$ cat src/rtl/uart_rx.sv
// Serial receiver for one-bit-per-clock frames (start 0, data MSB first, stop 1)
// feeding a small FIFO, with sticky framing-error and overrun flags.
module uart_rx #(
  parameter int DEPTH = 4
) (
  input  logic       CLK,
  input  logic       ASYNCRESETN,
  input  logic       rx,
  input  logic       clear_err,
  input  logic       O_ready,
  output logic [7:0] O_data,
  output logic       O_valid,
  output logic       frame_err,
  output logic       overrun
);

  // state | meaning
  // IDLE  | line idle, waiting for a 0 start bit
  // DATA  | sampling data bits 7..0 into shift, idx counts down
  // STOP  | checking stop bit; push byte on 1, flag frame error on 0
  typedef enum logic [1:0] {IDLE, DATA, STOP} state_t;

  localparam int AW = $clog2(DEPTH);

  state_t      state, state_nxt;
  logic [2:0]  idx, idx_nxt;
  logic [7:0]  shift, shift_nxt;
  logic        push_req, ferr_set;

  logic [7:0]  mem [DEPTH];
  logic [AW:0] wr_ptr, rd_ptr;
  logic        full, empty, pop, push_ok, ovr_set;

  always_ff @(posedge CLK or negedge ASYNCRESETN) begin
    if (!ASYNCRESETN) begin
      state <= IDLE;
      idx   <= 3'd7;
      shift <= 8'h00;
    end else begin
      state <= state_nxt;
      idx   <= idx_nxt;
      shift <= shift_nxt;
    end
  end

  always_comb begin
    state_nxt = state;
    idx_nxt   = idx;
    shift_nxt = shift;
    push_req  = 1'b0;
    ferr_set  = 1'b0;
    case (state)
      IDLE: begin
        if (!rx) begin
          state_nxt = DATA;
          idx_nxt   = 3'd7;
        end
      end
      DATA: begin
        shift_nxt[idx] = rx;
        idx_nxt        = idx - 3'd1;
        if (idx == 3'd0) state_nxt = STOP;
      end
      STOP: begin
        // a low stop bit is never reinterpreted as the next start bit
        if (rx) push_req = 1'b1;
        else    ferr_set = 1'b1;
        state_nxt = IDLE;
      end
      default: state_nxt = IDLE;
    endcase
  end

  assign empty   = (wr_ptr == rd_ptr);
  assign full    = (wr_ptr[AW] != rd_ptr[AW]) && (wr_ptr[AW-1:0] == rd_ptr[AW-1:0]);
  assign O_valid = !empty;
  assign O_data  = mem[rd_ptr[AW-1:0]];
  assign pop     = O_valid && O_ready;
  // a same-cycle pop frees the slot, so a full FIFO still accepts the byte
  assign push_ok = push_req && (!full || pop);
  assign ovr_set = push_req && full && !pop;

  always_ff @(posedge CLK or negedge ASYNCRESETN) begin
    if (!ASYNCRESETN) begin
      wr_ptr <= '0;
      rd_ptr <= '0;
      for (int i = 0; i < DEPTH; i++) mem[i] <= 8'h00;
    end else begin
      if (push_ok) begin
        mem[wr_ptr[AW-1:0]] <= shift;
        wr_ptr              <= wr_ptr + 1'b1;
      end
      if (pop) rd_ptr <= rd_ptr + 1'b1;
    end
  end

  always_ff @(posedge CLK or negedge ASYNCRESETN) begin
    if (!ASYNCRESETN) begin
      frame_err <= 1'b0;
      overrun   <= 1'b0;
    end else begin
      if (ferr_set)       frame_err <= 1'b1;
      else if (clear_err) frame_err <= 1'b0;
      if (ovr_set)        overrun   <= 1'b1;
      else if (clear_err) overrun   <= 1'b0;
    end
  end

endmodule

$ cat config.mk
export PLATFORM = sky130hd
export DESIGN_NAME = uart_rx
export DESIGN_NICKNAME = d
export VERILOG_FILES = /design/src/rtl/uart_rx.sv
export SDC_FILE = /design/constraint.sdc
export NUM_CORES = 1
export LEC_CHECK = 0
export BUFFER_PORTS_ARGS = -buffer_cell sky130_fd_sc_hd__clkbuf_2
export CAP_MARGIN = 20
export CORE_ASPECT_RATIO = 1.5
export CORE_MARGIN = 2
export CORE_UTILIZATION = 54
export CTS_CLUSTER_SIZE = 8
export DETAILED_ROUTE_END_ITERATION = 8
export GPL_TIMING_DRIVEN = 0
export PLACE_DENSITY = 0.79
export SETUP_SLACK_MARGIN = 0.3
export SLEW_MARGIN = 20
export SYNTH_ARGS = -nofsm -noshare
export SYNTH_HDL_FRONTEND = slang
export SYNTH_SLANG_ARGS = --single-unit
$ cat constraint.sdc
create_clock -name CLK -period 1.8 [get_ports CLK]
set_input_delay 0.18 -clock CLK [delete_from_list [all_inputs] [get_ports CLK]]
set_output_delay 0.18 -clock CLK [all_outputs]
set_load 0.02 [all_outputs]
After elaboration in Yosys (flattened, before gate mapping)
Index checks and enable logic that the tools add are counted.
W data, S select, Z words.
{"block": "word_totals", "regBits": 53, "latch_bits": 0, "ram_bits": 0, "romBits": 0, "input_bits": 5, "output_inout_bits": 11, "wordCells": 67, "n_memories": 0}
{"block": "op_classes", "n_addsub": 3, "n_mul": 0, "div": 0, "magnitude_cmp": 5, "eq_ne": 7, "shifts": 0, "muxes": 21, "bitwise_logic": 2, "n_reduce_logical": 18}
{"op": "$bwmux W32", "count": 1}
{"op": "$mux W8", "count": 3}
{"op": "$bmux W8 S2", "count": 1}
{"op": "$demux W8 S2", "count": 1}
{"op": "$bwmux W8", "count": 1}
{"op": "$mux W1", "count": 8}
{"op": "$logic_and A1 B1 Y1", "count": 7}
{"op": "$add A3 B1 Y3 const B", "count": 2}
{"op": "$ge A3 B3 Y1 const B", "count": 2}
{"op": "$not A2 Y3", "count": 2}
{"op": "$pmux W3 S2", "count": 1}
{"op": "$reduce_bool A2 Y1", "count": 3}
{"op": "$lt A3 B4 Y1 const B", "count": 1}
{"op": "$mux W2", "count": 2}
{"op": "$ne A2 B2 Y1 const B", "count": 2}
{"op": "$pmux W2 S2", "count": 1}
{"op": "$reduce_and A2 Y1", "count": 2}
{"op": "$demux W1 S3", "count": 1}
{"op": "$eq A3 B3 Y1", "count": 1}
{"op": "$ge A3 B1 Y1 const B", "count": 1}
{"op": "$logic_not A1 Y1", "count": 3}
{"op": "$logic_not A3 Y1", "count": 1}
{"op": "$lt A3 B1 Y1 const B", "count": 1}
{"op": "$mux W3", "count": 1}
{"op": "other kinds (7)", "count": 7}

Longest topological paths before layout
Gate-level depths: netlist of run 1.
{"block": "depth", "depth_word": 6, "mapped_depth": 5, "mapped_depth_nobuf": 5}

Worst setup path before layout of run 1
Ideal clock, no wire load.
{"block": "synth_timing", "path_kind": "register -> register", "from": "register rd_ptr[0]", "to": "register mem[0] (netlist name)", "setup_ps": 125, "arrival_ps": 1739, "required_time_ps": 1675, "path_slack_ps": -64, "stages_incl_launch_ff": 5, "path_buffers": 1, "period_less_slack_ps": 1864, "path_cell_list": "dfrtp_1 buf_4 xor2_4 o41ai_4 mux2_2"}
{"block": "synth_between", "elab_chain_cells": 5, "word_cells_on_any_way": 8, "classes_between": "eq/ne (2); reduce/logical (6)"}
{"item": "start, declared", "line_no": "31", "text": "logic [AW:0] wr_ptr, rd_ptr;"}
{"item": "start signal, assigned", "line_no": "93", "text": "if (pop) rd_ptr <= rd_ptr + 1'b1;"}
{"item": "$eq A3 B3 Y1 or $eq A2 B2 Y1 (tied branches)", "line_no": "74, 75"}
{"item": "$logic_not A1 Y1 or $logic_and A1 B1 Y1 (tied branches)", "line_no": "76, 75"}
{"item": "$logic_and A1 B1 Y1 or $logic_not A1 Y1 (tied branches)", "line_no": "78, 80"}
{"item": "$logic_or A1 B1 Y1 *", "line_no": "80", "text": "assign push_ok = push_req && (!full || pop);"}
{"item": "$logic_and A1 B1 Y1 *", "line_no": "80"}
{"item": "end signal, assigned by index", "line_no": "90", "text": "mem[wr_ptr[AW-1:0]] <= shift;"}
{"item": "end, declared", "line_no": "30", "text": "logic [7:0] mem [DEPTH];"}
Mark *: on every way between the ends. The rest lies on a longest branch, timed or not.
A chain may end at the register's enable or synchronous reset.

Worst setup path after layout of run 1
{"block": "layout_timing", "from": "register rd_ptr[0]", "to": "output port O_data[0]"}
{"block": "layout_between", "elab_chain_cells": 4}
{"item": "$not A2 Y3 (not written as such)", "line_no": "77", "text": "assign O_data = mem[rd_ptr[AW-1:0]];"}
{"item": "$bmux W8 S2", "line_no": "77"}
{"item": "$mux W8 (not written as such) (2 in series)", "line_no": "77"}
{"item": "end, declared", "line_no": "11", "text": "output logic [7:0] O_data,"}
Every way passes these cells. The select of a mux whose other input is x is not followed.

==> results of run 1 <==
worst register-to-register path: stages (launching register included):
cell	delay, ns
dfrtp_1	0.42
buf_12	0.16
xor2_4	0.21
o41ai_4	0.42
buf_12	0.20
mux2_4	0.31
where the power goes:
group	total, mW	switching (mW)	internal [mW]
sequential	1.82	0.325	1.49
clock	0.662	0.384	0.278
combinational	2.30	1.05	1.24
total	4.78	1.76	3.02
what timing repair did:
item | CTS | global route
cloned | 1 | 0
gates resized for setup | 56 | 25
setup buffers | 15 | 11
hold buffers | 1 | 0
pin swaps | 5 | 8
setup endpoints to repair | 54 | 52
hold endpoints to repair | 50 | 0
metal layers:
| layer | global-route usage (%) | wire length [um] |
|---|---|---|
| met5 | 0 | 0 |
| met1 | 30.06 | 2182 |
| met3 | 4.094 | 176 |
| met2 | 37.85 | 2891 |
| met4 | 9.684 | 166 |
Yosys cell counts:
cell type  instances  area, um^2
o21a_1             2       15.01
mux2_2            42       473.0
clkbuf_1           3       11.26
or3_1              1       6.260
and4b_1            4       40.04
o41ai_4            4       110.1
dfstp_2            3       78.83
nand3_1            4       20.02
xnor2_1            3       26.28
and3b_1            1       8.760
nand2_1            3       11.26
o31ai_1            2       15.01
and2_1             1       6.260
nand3b_1           1       7.510
buf_4              1       7.510
nor2b_1            2       12.51
a2bb2oi_1          2       17.52
mux4_2             8       180.2
ha_1               7       87.58
buf_6              1       11.26
nor2_1             4       15.01
xnor2_2            1       16.27
xor2_1             1       8.760
clkbuf_2           1       5.000
xor2_4             2       55.05
nor3b_1            1       7.510
a32o_1             1       10.01
dfrtp_1           50        1251
inv_1              6       22.52
o41ai_1            1       8.760
a211oi_1           1       7.510
a22o_1             1       8.760
nor3_1             4       20.02
final timing paths:
kind / startpoint / to / slack [ns]
setup reg to reg: rd_ptr[0] / mem[7] / -0.03
max in group asynchronous: ASYNCRESETN / wr_ptr[1] / 0.83
hold / removal: clear_err / overrun / 0.17
setup / recovery: rd_ptr[0] / O_data[0] / -0.03
min in group asynchronous: ASYNCRESETN / rd_ptr[2] / 0.47
hold reg to reg: mem[2] / mem[2] / 0.51
registers in the layout, indices dropped and copies added, names as in the netlist:
signal and count:
frame_err 1, idx 3, mem 32, overrun 1, rd_ptr 3, shift 8
state 2, wr_ptr 3
area by class of cell:
| cell class | instances | area, um^2 | share of cell area (%) |
|---|---|---|---|
| Buffer | 6 | 60.06 | 1.754 |
| Clock buffer | 6 | 72.57 | 2.120 |
| Clock inverter | 2 | 13.76 | 0.4020 |
| Inverter | 6 | 22.52 | 0.6579 |
| Multi-Input combinational cell | 105 | 1420 | 41.48 |
| Sequential cell | 53 | 1334 | 38.96 |
| Tap cell | 64 | 80.08 | 2.339 |
| Timing Repair Buffer | 41 | 420.4 | 12.28 |
logic make-up after synthesis:
logic type      after synthesis  share of synthesized area [%]
flops                        53                          51.50
buf+inv                      12                          2.228
fa+ha+maj                     7                          3.391
xor+xnor                      7                          4.119
compound gates               14                          7.461
mux                          50                          25.29
simple gates                 26                          6.008
through the flow:
stage | instances | TNS, ns | hold slack (ns)
5_1_grt | 283 | -1.732 | 0.1884
2_1_floorplan | 169 | -1.133 | -0.1156
3_3_place_gp | 247 | -10.20 | 0.4671
6_report | 283 | -0.2614 | 0.1673
3_5_place_dp | 247 | -11.56 | 0.3031
4_1_cts | 272 | -0.1758 | 0.1688
==> out/qor.yml, run 1 <==
final_util_pct: 74.75
ys_ff_latch: 53
ys_warn_count: 0
mostFrequentLayoutCell: "dfrtp_1"
hold_path_depth: 3
path_common_cell: "buf_12"
critPathKind: "flop to output pin"
violations: "negative setup slack"
required_ns: 1.62
path_cells: "buf_12 > buf_12 > mux4_2 > buf_8"
cp_top_family: "multiplexers"
finalSetupViolCount: 16
place_congestion: 0.8133
reg2reg_depth: 5
avgSynthCellArea_um2: 15.28
fmax_mhz: 545.5
ir_worst_vdd_mv: 0.9182
layout_common_cells: "dfrtp_1, mux2_4, buf_4"
p_leak_nw: 1.650
min_period_ns: 1.833
fillCellCount: 281
relSlewSlack_pct: 52.73
cts_buffers: 5
cp-end-kind: "output pin"
worst-path-max-fanout: 7
antenna_cells: 0
cts_root_buf: "clkbuf_8"
die_w_um: 60.47
core_area_um2: 4579
worst_pin_slew_ns: 0.7091
syn_to_final_growth_pct: 32.56
clkTransAtPathRegs_ns: 0.09
viasPerCell: 5.742
firstDrtPassIters: 4
outcome: "finished with violations"
grt.total_usage_pct: 23.09
antenna_left: 0
die_h_um: 88.70
clock_latency_ns: 0.31
synth_fp_nets: 181
drt-initial-drc-count: 86
antenna_found_initial: 0
slew_viol_final: 0
cts_tree: "yes"
drive_gt1_share_pct: 55.25
grt_pass1_wl_um: 8963
placementRows: 30
cap_violations: 0
rsz0062_at_grt: "yes"
postLayoutCellArea_um2: 3423
wl_per_cell_um: 19.14
powerDensity_nw_per_um2: 1396
grt_pass1_vias: 1738
clock-sinks: 53
overflow: 0
crit_arrival_ns: 1.65
placed_cell_area_um2: 2761
fin_crit_sh_pct: 101.8
nets: 230
num_vias: 1625
start_util_pct: 56.39
fin_worst_skew_ns: 0.006631
clockBufferDepth: 2
total_power_mw: 4.777
grt_max_degree: 54
cp_slowest_stage_delay_ns: 0.52
ys_types: 33
pre_cts_ws_ns: -0.4307
ys_seq_area_share_pct: 51.50
cp-start-kind: "flop"
cp_slowest_cell: "mux4_2"
die-area_um2: 5363
htreeDepth: 2
fin_ws_ns: -0.03308
syn_inst: 169
io-pin-count: 16
hpwl_um: 3061
finalHoldViolCount: 0
netlist_area_um2: 2582
path_buf_inv: 3
finalWirelength_um: 5417
place.port_buffers: 14
path_depth: 4
drc: 0
hold_path.class: "input port to flop"
(Power assumes the default switching activity.)
==> inputs of run 2 (changes only) <==
--- a/config.mk
+++ b/config.mk
@@ -9,11 +9,11 @@
 export CAP_MARGIN = 20
 export CORE_ASPECT_RATIO = 1.5
 export CORE_MARGIN = 2
-export CORE_UTILIZATION = 54
+export CORE_UTILIZATION = 40
 export CTS_CLUSTER_SIZE = 8
 export DETAILED_ROUTE_END_ITERATION = 8
 export GPL_TIMING_DRIVEN = 0
-export PLACE_DENSITY = 0.79
+export PLACE_DENSITY = 0.63
 export SETUP_SLACK_MARGIN = 0.3
 export SLEW_MARGIN = 20
 export SYNTH_ARGS = -nofsm -noshare
==> run 2 against run 1 <==
Flip-flop and latch count did not move. Clock-buffer cell count fell by 1. Register-to-register slack barely moved. The flow still finishes with violations (negative setup slack). Highest routed layer unchanged. Core utilization fell by 19 points. Clock power rose by 6.0%. Critical path type is now flop to flop. Sequential power barely moved. Design area fell by 0.26%. Total power rose by 0.34%. Worst setup slack improved by 0.0089 ns. Clock skew rose by 0.0095 ns. Non-clock buffer count did not move. First-iteration DRC count rose by 13%.
==> out/qor.yml, run 2 (synthesized netlist as in run 1, its figures left out) <==
outcome: "finished with violations"  # unchanged
violations: "negative setup slack"  # unchanged
die_h_um: 102.4  # was 88.70 um
setup_tns_ns: -0.1204  # was -0.2614 ns
place.port_buffers: 14  # unchanged
place_congestion: 0.8346  # was 0.8133
start_util_pct: 41.82  # was 56.39%
regMostFlops: "mem"  # unchanged
grt_pass1_vias: 1734  # was 1738
grt_max_degree: 54  # unchanged
drive_gt1_share_pct: 57.34  # was 55.25%
powerDensity_nw_per_um2: 1404  # was 1396 nW/um^2
worst-path-max-fanout: 7  # unchanged
die_w_um: 69.61  # was 60.47 um
antenna_found_initial: 0  # unchanged
layout_common_cells: "dfrtp_1, mux2_4, buf_4"  # unchanged
cts_buffers: 5  # unchanged
finalWirelength_um: 5584  # was 5417 um
mostFrequentLayoutCell: "dfrtp_1"  # unchanged
hpwl_um: 3336  # was 3061 um
fillCellCount: 497  # was 281
rsz0062_at_grt: "yes"  # unchanged
grt.total_usage_pct: 16.75  # was 23.09%
placed_cell_area_um2: 2774  # was 2761 um^2
seqCellArea_um2: 1335  # was 1334 um^2
syn_to_final_growth_pct: 32.22  # was 32.56%
worst_pin_slew_ns: 0.7357  # was 0.7091 ns
placementRows: 35  # was 30
required_ns: 1.99  # was 1.62 ns
cp-start-kind: "flop"  # unchanged
cp_slowest_stage_delay_ns: 0.41  # was 0.52 ns
finalSetupViolCount: 12  # was 16
firstDrtPassIters: 4  # unchanged
antenna_cells: 0  # unchanged
drc: 0  # unchanged
multi_input_area_um2: 1399  # was 1420 um^2
p_leak_nw: 1.637  # was 1.650 nW
crit_arrival_ns: 2.02  # was 1.65 ns
viasPerCell: 5.455  # was 5.742
startpoint: "rd_ptr[1]"  # was rd_ptr[0]
antenna_left: 0  # unchanged
reg2reg_depth: 5  # unchanged
r2r_start: "rd_ptr[1]"  # was rd_ptr[0]
cts_root_buf: "clkbuf_8"  # unchanged
finalHoldViolCount: 0  # unchanged
io-pin-count: 16  # unchanged
min_period_ns: 1.824  # was 1.833 ns
grt_pass1_wl_um: 9211  # was 8963 um
clock_latency_ns: 0.32  # was 0.31 ns
path_buf_inv: 2  # was 3
drt-initial-drc-count: 97  # was 86
crit_end: "mem[0]"  # was O_data[0]
fmax_mhz: 548.2  # was 545.5 MHz
nets: 229  # was 230
path_depth: 5  # was 4
fin_ws_ns: -0.02418  # was -0.03308 ns
hold_path.class: "input port to flop"  # unchanged
wl_per_cell_um: 19.12  # was 19.14 um
cp-end-kind: "flop"  # was output pin
critPathKind: "flop to flop"  # was flop to output pin
cp_top_family: "flip-flops"  # was multiplexers
htreeDepth: 2  # unchanged
ir_worst_vdd_mv: 0.6957  # was 0.9182 mV
clkTransAtPathRegs_ns: 0.10  # was 0.09 ns
fin_crit_sh_pct: 101.3  # was 101.8%
fin_worst_skew_ns: 0.01615  # was 0.006631 ns
clock-sinks: 53  # unchanged
r2r-end: "mem[0]"  # was mem[7]
overflow: 0  # unchanged
rrSetupSlack_ns: -0.02  # was -0.03 ns
core_area_um2: 6175  # was 4579 um^2
num_vias: 1593  # was 1625
die-area_um2: 7128  # was 5363 um^2
relSlewSlack_pct: 50.95  # was 52.73%
largest_register_ffs: 32  # unchanged
path_cells: "buf_8 > xor2_4 > o41ai_4 > buf_6 > mux2_4"  # was buf_12 > buf_12 > mux4_2 > buf_8
postLayoutCellArea_um2: 3415  # was 3423 um^2
reg_top3: "mem: 32 flops, shift: 8 flops"  # unchanged
clockBufferDepth: 2  # unchanged
cp_slowest_cell: "dfrtp_1"  # was mux4_2
cap_violations: 0  # unchanged
slew_viol_final: 0  # unchanged
cts_tree: "yes"  # unchanged
==> run 2: stage by stage <==
| step | hold WS, ns | utilization [%] | setup WS [ns] | power [mW] | cells |
|---|---|---|---|---|---|
| final | 0.1860 | 55.30 | -0.02418 | 4.793 | 292 |
| after global routing | 0.1776 | 55.30 | -0.08677 | 5.084 | 292 |
| after CTS | 0.1710 | 52.60 | -0.01657 | 4.442 | 285 |
| after detailed placement | 0.3109 | 44.92 | -0.4412 | 3.302 | 257 |
| after global placement | 0.4704 | 44.88 | -0.3716 | 3.186 | 257 |
| after floorplan | -0.1156 | - | -0.04784 | 2.910 | 169 |
==> run 2: area by class of cell <==
class | count | area share (%)
Buffer | 6 | 1.722
Clock buffer | 5 | 2.015
Inverter | 6 | 0.6596
Multi-Input combinational cell | 104 | 40.97
Sequential cell | 53 | 39.10
Clock inverter | 3 | 0.7329
Tap cell | 74 | 2.712
Timing Repair Buffer | 41 | 12.09
==> run 2: worst min-delay path by stage <==
stage | from | slack (ns) | endpoint | cells past startpoint
global route | clear_err | 0.18 | overrun | 3
detailed placement | ASYNCRESETN | 0.31 | wr_ptr[2] | 1
global placement | clear_err | 0.47 | overrun | 3
finish | clear_err | 0.19 | overrun | 3
floorplan | ASYNCRESETN | -0.12 | frame_err | 0
CTS | clear_err | 0.17 | overrun | 3
==> run 2: repair_timing <==
action / 4_1_cts / 5_1_grt
gates cloned: 0 / 1
setup endpoints to repair: 56 / 51
hold endpoints to repair: 50 / 0
setup buffers: 19 / 6
hold buffers: 1 / 0
gates resized for setup: 51 / 35
pin swaps: 5 / 10
==> run 2: where the power goes <==
group          switching (mW)  internal, mW  total (mW)
Sequential              0.320          1.50        1.82
Combinational            1.06          1.21        2.27
Clock                   0.420         0.282       0.702
Total                    1.80          2.99        4.79
==> run 2: worst reg2reg max path: cells and delay by family (launching register included) <==
| family | cells | cell delay, ns |
|---|---|---|
| buf+inv | 2 | 0.35 |
| mux | 1 | 0.31 |
| compound gates | 1 | 0.41 |
| xor+xnor | 1 | 0.23 |
| flops | 1 | 0.41 |
==> run 2: routing by layer <==
layer	wire length, um	global-route usage [%]	vias up
met5	0	0	-
met4	106	6.184	0
met3	144	3.945	8
met2	3051	29.73	24
met1	2283	19.87	844
li1	-	-	717
==> inputs of run 3 (changes only) <==
--- a/config.mk
+++ b/config.mk
@@ -14,6 +14,7 @@
 export DETAILED_ROUTE_END_ITERATION = 8
 export GPL_TIMING_DRIVEN = 0
 export PLACE_DENSITY = 0.63
+export RECOVER_POWER = 50
 export SETUP_SLACK_MARGIN = 0.3
 export SLEW_MARGIN = 20
 export SYNTH_ARGS = -nofsm -noshare
==> run 3 against run 2 <==
The flow still finishes with violations (negative setup slack). First-iteration DRC count grew 6.2%. Clock-buffer cell count is the same. Via count shrank 0.25%. Sequential share of layout area is essentially flat. Critical path depth is the same. Hold slack is essentially flat. Total power is essentially flat. Sequential power is essentially flat. Final cell count is the same. Global-route usage is the same. Design area is essentially flat. Critical path type unchanged. Largest cell class unchanged. Highest routed layer unchanged.
==> out/qor.yml, run 3 (synthesized netlist as in run 1, its figures left out) <==
clock_latency_ns: 0.32  # about the same
fin_worst_skew_ns: 0.01615  # unchanged
clkTransAtPathRegs_ns: 0.10  # about the same
antenna_found_initial: 0  # unchanged
antenna_cells: 0  # unchanged
cap_violations: 0  # unchanged
finalWirelength_um: 5577  # was 5584 um
setup_tns_ns: -0.1203  # was -0.1204 ns
placementRows: 35  # unchanged
p_leak_nw: 1.630  # was 1.637 nW
rrSetupSlack_ns: -0.02  # about the same
largest_register_ffs: 32  # unchanged
finalHoldViolCount: 0  # unchanged
start_util_pct: 41.82  # unchanged
layout_common_cells: "dfrtp_1, mux2_4, buf_4"  # unchanged
path_cells: "buf_8 > xor2_4 > o41ai_4 > buf_6 > mux2_4"  # unchanged
place.port_buffers: 14  # unchanged
finalSetupViolCount: 12  # unchanged
cts_root_buf: "clkbuf_8"  # unchanged
syn_to_final_growth_pct: 32.12  # was 32.22%
grt_max_degree: 54  # unchanged
critPathKind: "flop to flop"  # unchanged
relSlewSlack_pct: 50.94  # was 50.95%
cp-end-kind: "flop"  # unchanged
outcome: "finished with violations"  # unchanged
min_period_ns: 1.824  # about the same
fmax_mhz: 548.2  # about the same
hold_path_depth: 3  # unchanged
drt-initial-drc-count: 103  # was 97
num_vias: 1589  # was 1593
r2r_start: "rd_ptr[1]"  # unchanged
io-pin-count: 16  # unchanged
clockBufferDepth: 2  # unchanged
core_area_um2: 6175  # unchanged
die_w_um: 69.61  # unchanged
wl_per_cell_um: 19.10  # was 19.12 um
overflow: 0  # unchanged
clock-sinks: 53  # unchanged
reg_top3: "mem: 32 flops, shift: 8 flops"  # unchanged
die-area_um2: 7128  # unchanged
nets: 229  # unchanged
drive_gt1_share_pct: 56.42  # was 57.34%
fin_crit_sh_pct: 101.3  # about the same
path_buf_inv: 2  # unchanged
cp_top_family: "flip-flops"  # unchanged
crit_arrival_ns: 2.02  # about the same
mostFrequentLayoutCell: "dfrtp_1"  # unchanged
cp_slowest_cell: "dfrtp_1"  # unchanged
cp-start-kind: "flop"  # unchanged
place_congestion: 0.8346  # unchanged
drc: 0  # unchanged
required_ns: 1.99  # about the same
hp-start: "clear_err"  # unchanged
ir_worst_vdd_mv: 0.6955  # was 0.6957 mV
worst-path-max-fanout: 7  # unchanged
grt_pass1_vias: 1734  # unchanged
firstDrtPassIters: 4  # unchanged
regMostFlops: "mem"  # unchanged
antenna_left: 0  # unchanged
grt_pass1_wl_um: 9211  # unchanged
pre_cts_ws_ns: -0.4412  # unchanged
htreeDepth: 2  # unchanged
min_to: "overrun"  # unchanged
violations: "negative setup slack"  # unchanged
cp_slowest_stage_delay_ns: 0.41  # about the same
worst_pin_slew_ns: 0.7359  # was 0.7357 ns
reg2reg_depth: 5  # unchanged
fin_ws_ns: -0.02414  # was -0.02418 ns
grt.total_usage_pct: 16.75  # unchanged
cts_buffers: 5  # unchanged
cts_tree: "yes"  # unchanged
r2r-end: "mem[0]"  # unchanged
rsz0062_at_grt: "yes"  # unchanged
hpwl_um: 3336  # unchanged
path_depth: 5  # unchanged
powerDensity_nw_per_um2: 1404  # about the same
hold_path.class: "input port to flop"  # unchanged
slew_viol_final: 0  # unchanged
die_h_um: 102.4  # unchanged
viasPerCell: 5.442  # was 5.455
-- run 3: cell counts in the layout (fill, tap and decap cells not counted) --
Identical to the previous run, type by type.
-- run 3: area by class of cell --
| class | count | area, um^2 |
|---|---|---|
| multi-input combinational | 104 | 1399 |
| inverter | 6 | 22.52 |
| tap | 74 | 92.59 |
| clock inverter | 3 | 25.02 |
| sequential | 53 | 1335 |
| buffer | 6 | 58.81 |
| clock buffer | 5 | 68.82 |
| fill | 498 | 2763 |
| timing repair buffer | 41 | 410.4 |
-- run 3: metrics by stage --
step	total power [mW]	utilization (%)	hold WS (ns)	std cells	instance area, um^2
final	4.792	55.26	0.1858	292	3412
after global routing	5.084	55.26	0.1776	292	3412
after CTS	4.442	52.60	0.1710	285	3248
after detailed placement	3.302	44.92	0.3109	257	2774
after global placement	3.186	44.88	0.4704	257	2771
after floorplan	2.910	-	-0.1156	169	2609
-- run 3: layer usage --
layer	vias up	routed length (um)	GRT usage [%]
met5	-	0	0
met1	845	2289	19.87
met4	0	106	6.184
met3	8	132	3.945
li1	717	-	-
met2	19	3048	29.73
-- run 3: worst max-delay path by stage --
stage,endpoint,from,slack (ns)
after floorplan,mem[0],rd_ptr[1],-0.05
after global placement,mem[5],rd_ptr[1],-0.37
after detailed placement,mem[5],rd_ptr[1],-0.44
after CTS,mem[24],rd_ptr[1],-0.02
after global routing,mem[15],rd_ptr[0],-0.09
final,mem[0],rd_ptr[1],-0.02
-- run 3: what timing repair did --
action,4_1_cts,5_1_grt
pin swaps,5,10
endpoints found under the setup margin,56,51
hold buffers,1,0
setup buffers,19,6
endpoints found under the hold margin,50,0
cloned,0,1
gates resized for setup,51,35
-- run 3: worst register-to-register path, cell delays in order, from the launching register on --
cell and delay, ns:
dfrtp_1 0.41, buf_8 0.14, xor2_4 0.23, o41ai_4 0.41, buf_6 0.21, mux2_4 0.31
-- run 3: where the power goes --
part / total [mW] / internal (mW) / switching, mW
Combinational: 2.27 / 1.21 / 1.06
Clock: 0.702 / 0.282 / 0.420
Sequential: 1.82 / 1.50 / 0.319
Total: 4.79 / 2.99 / 1.80
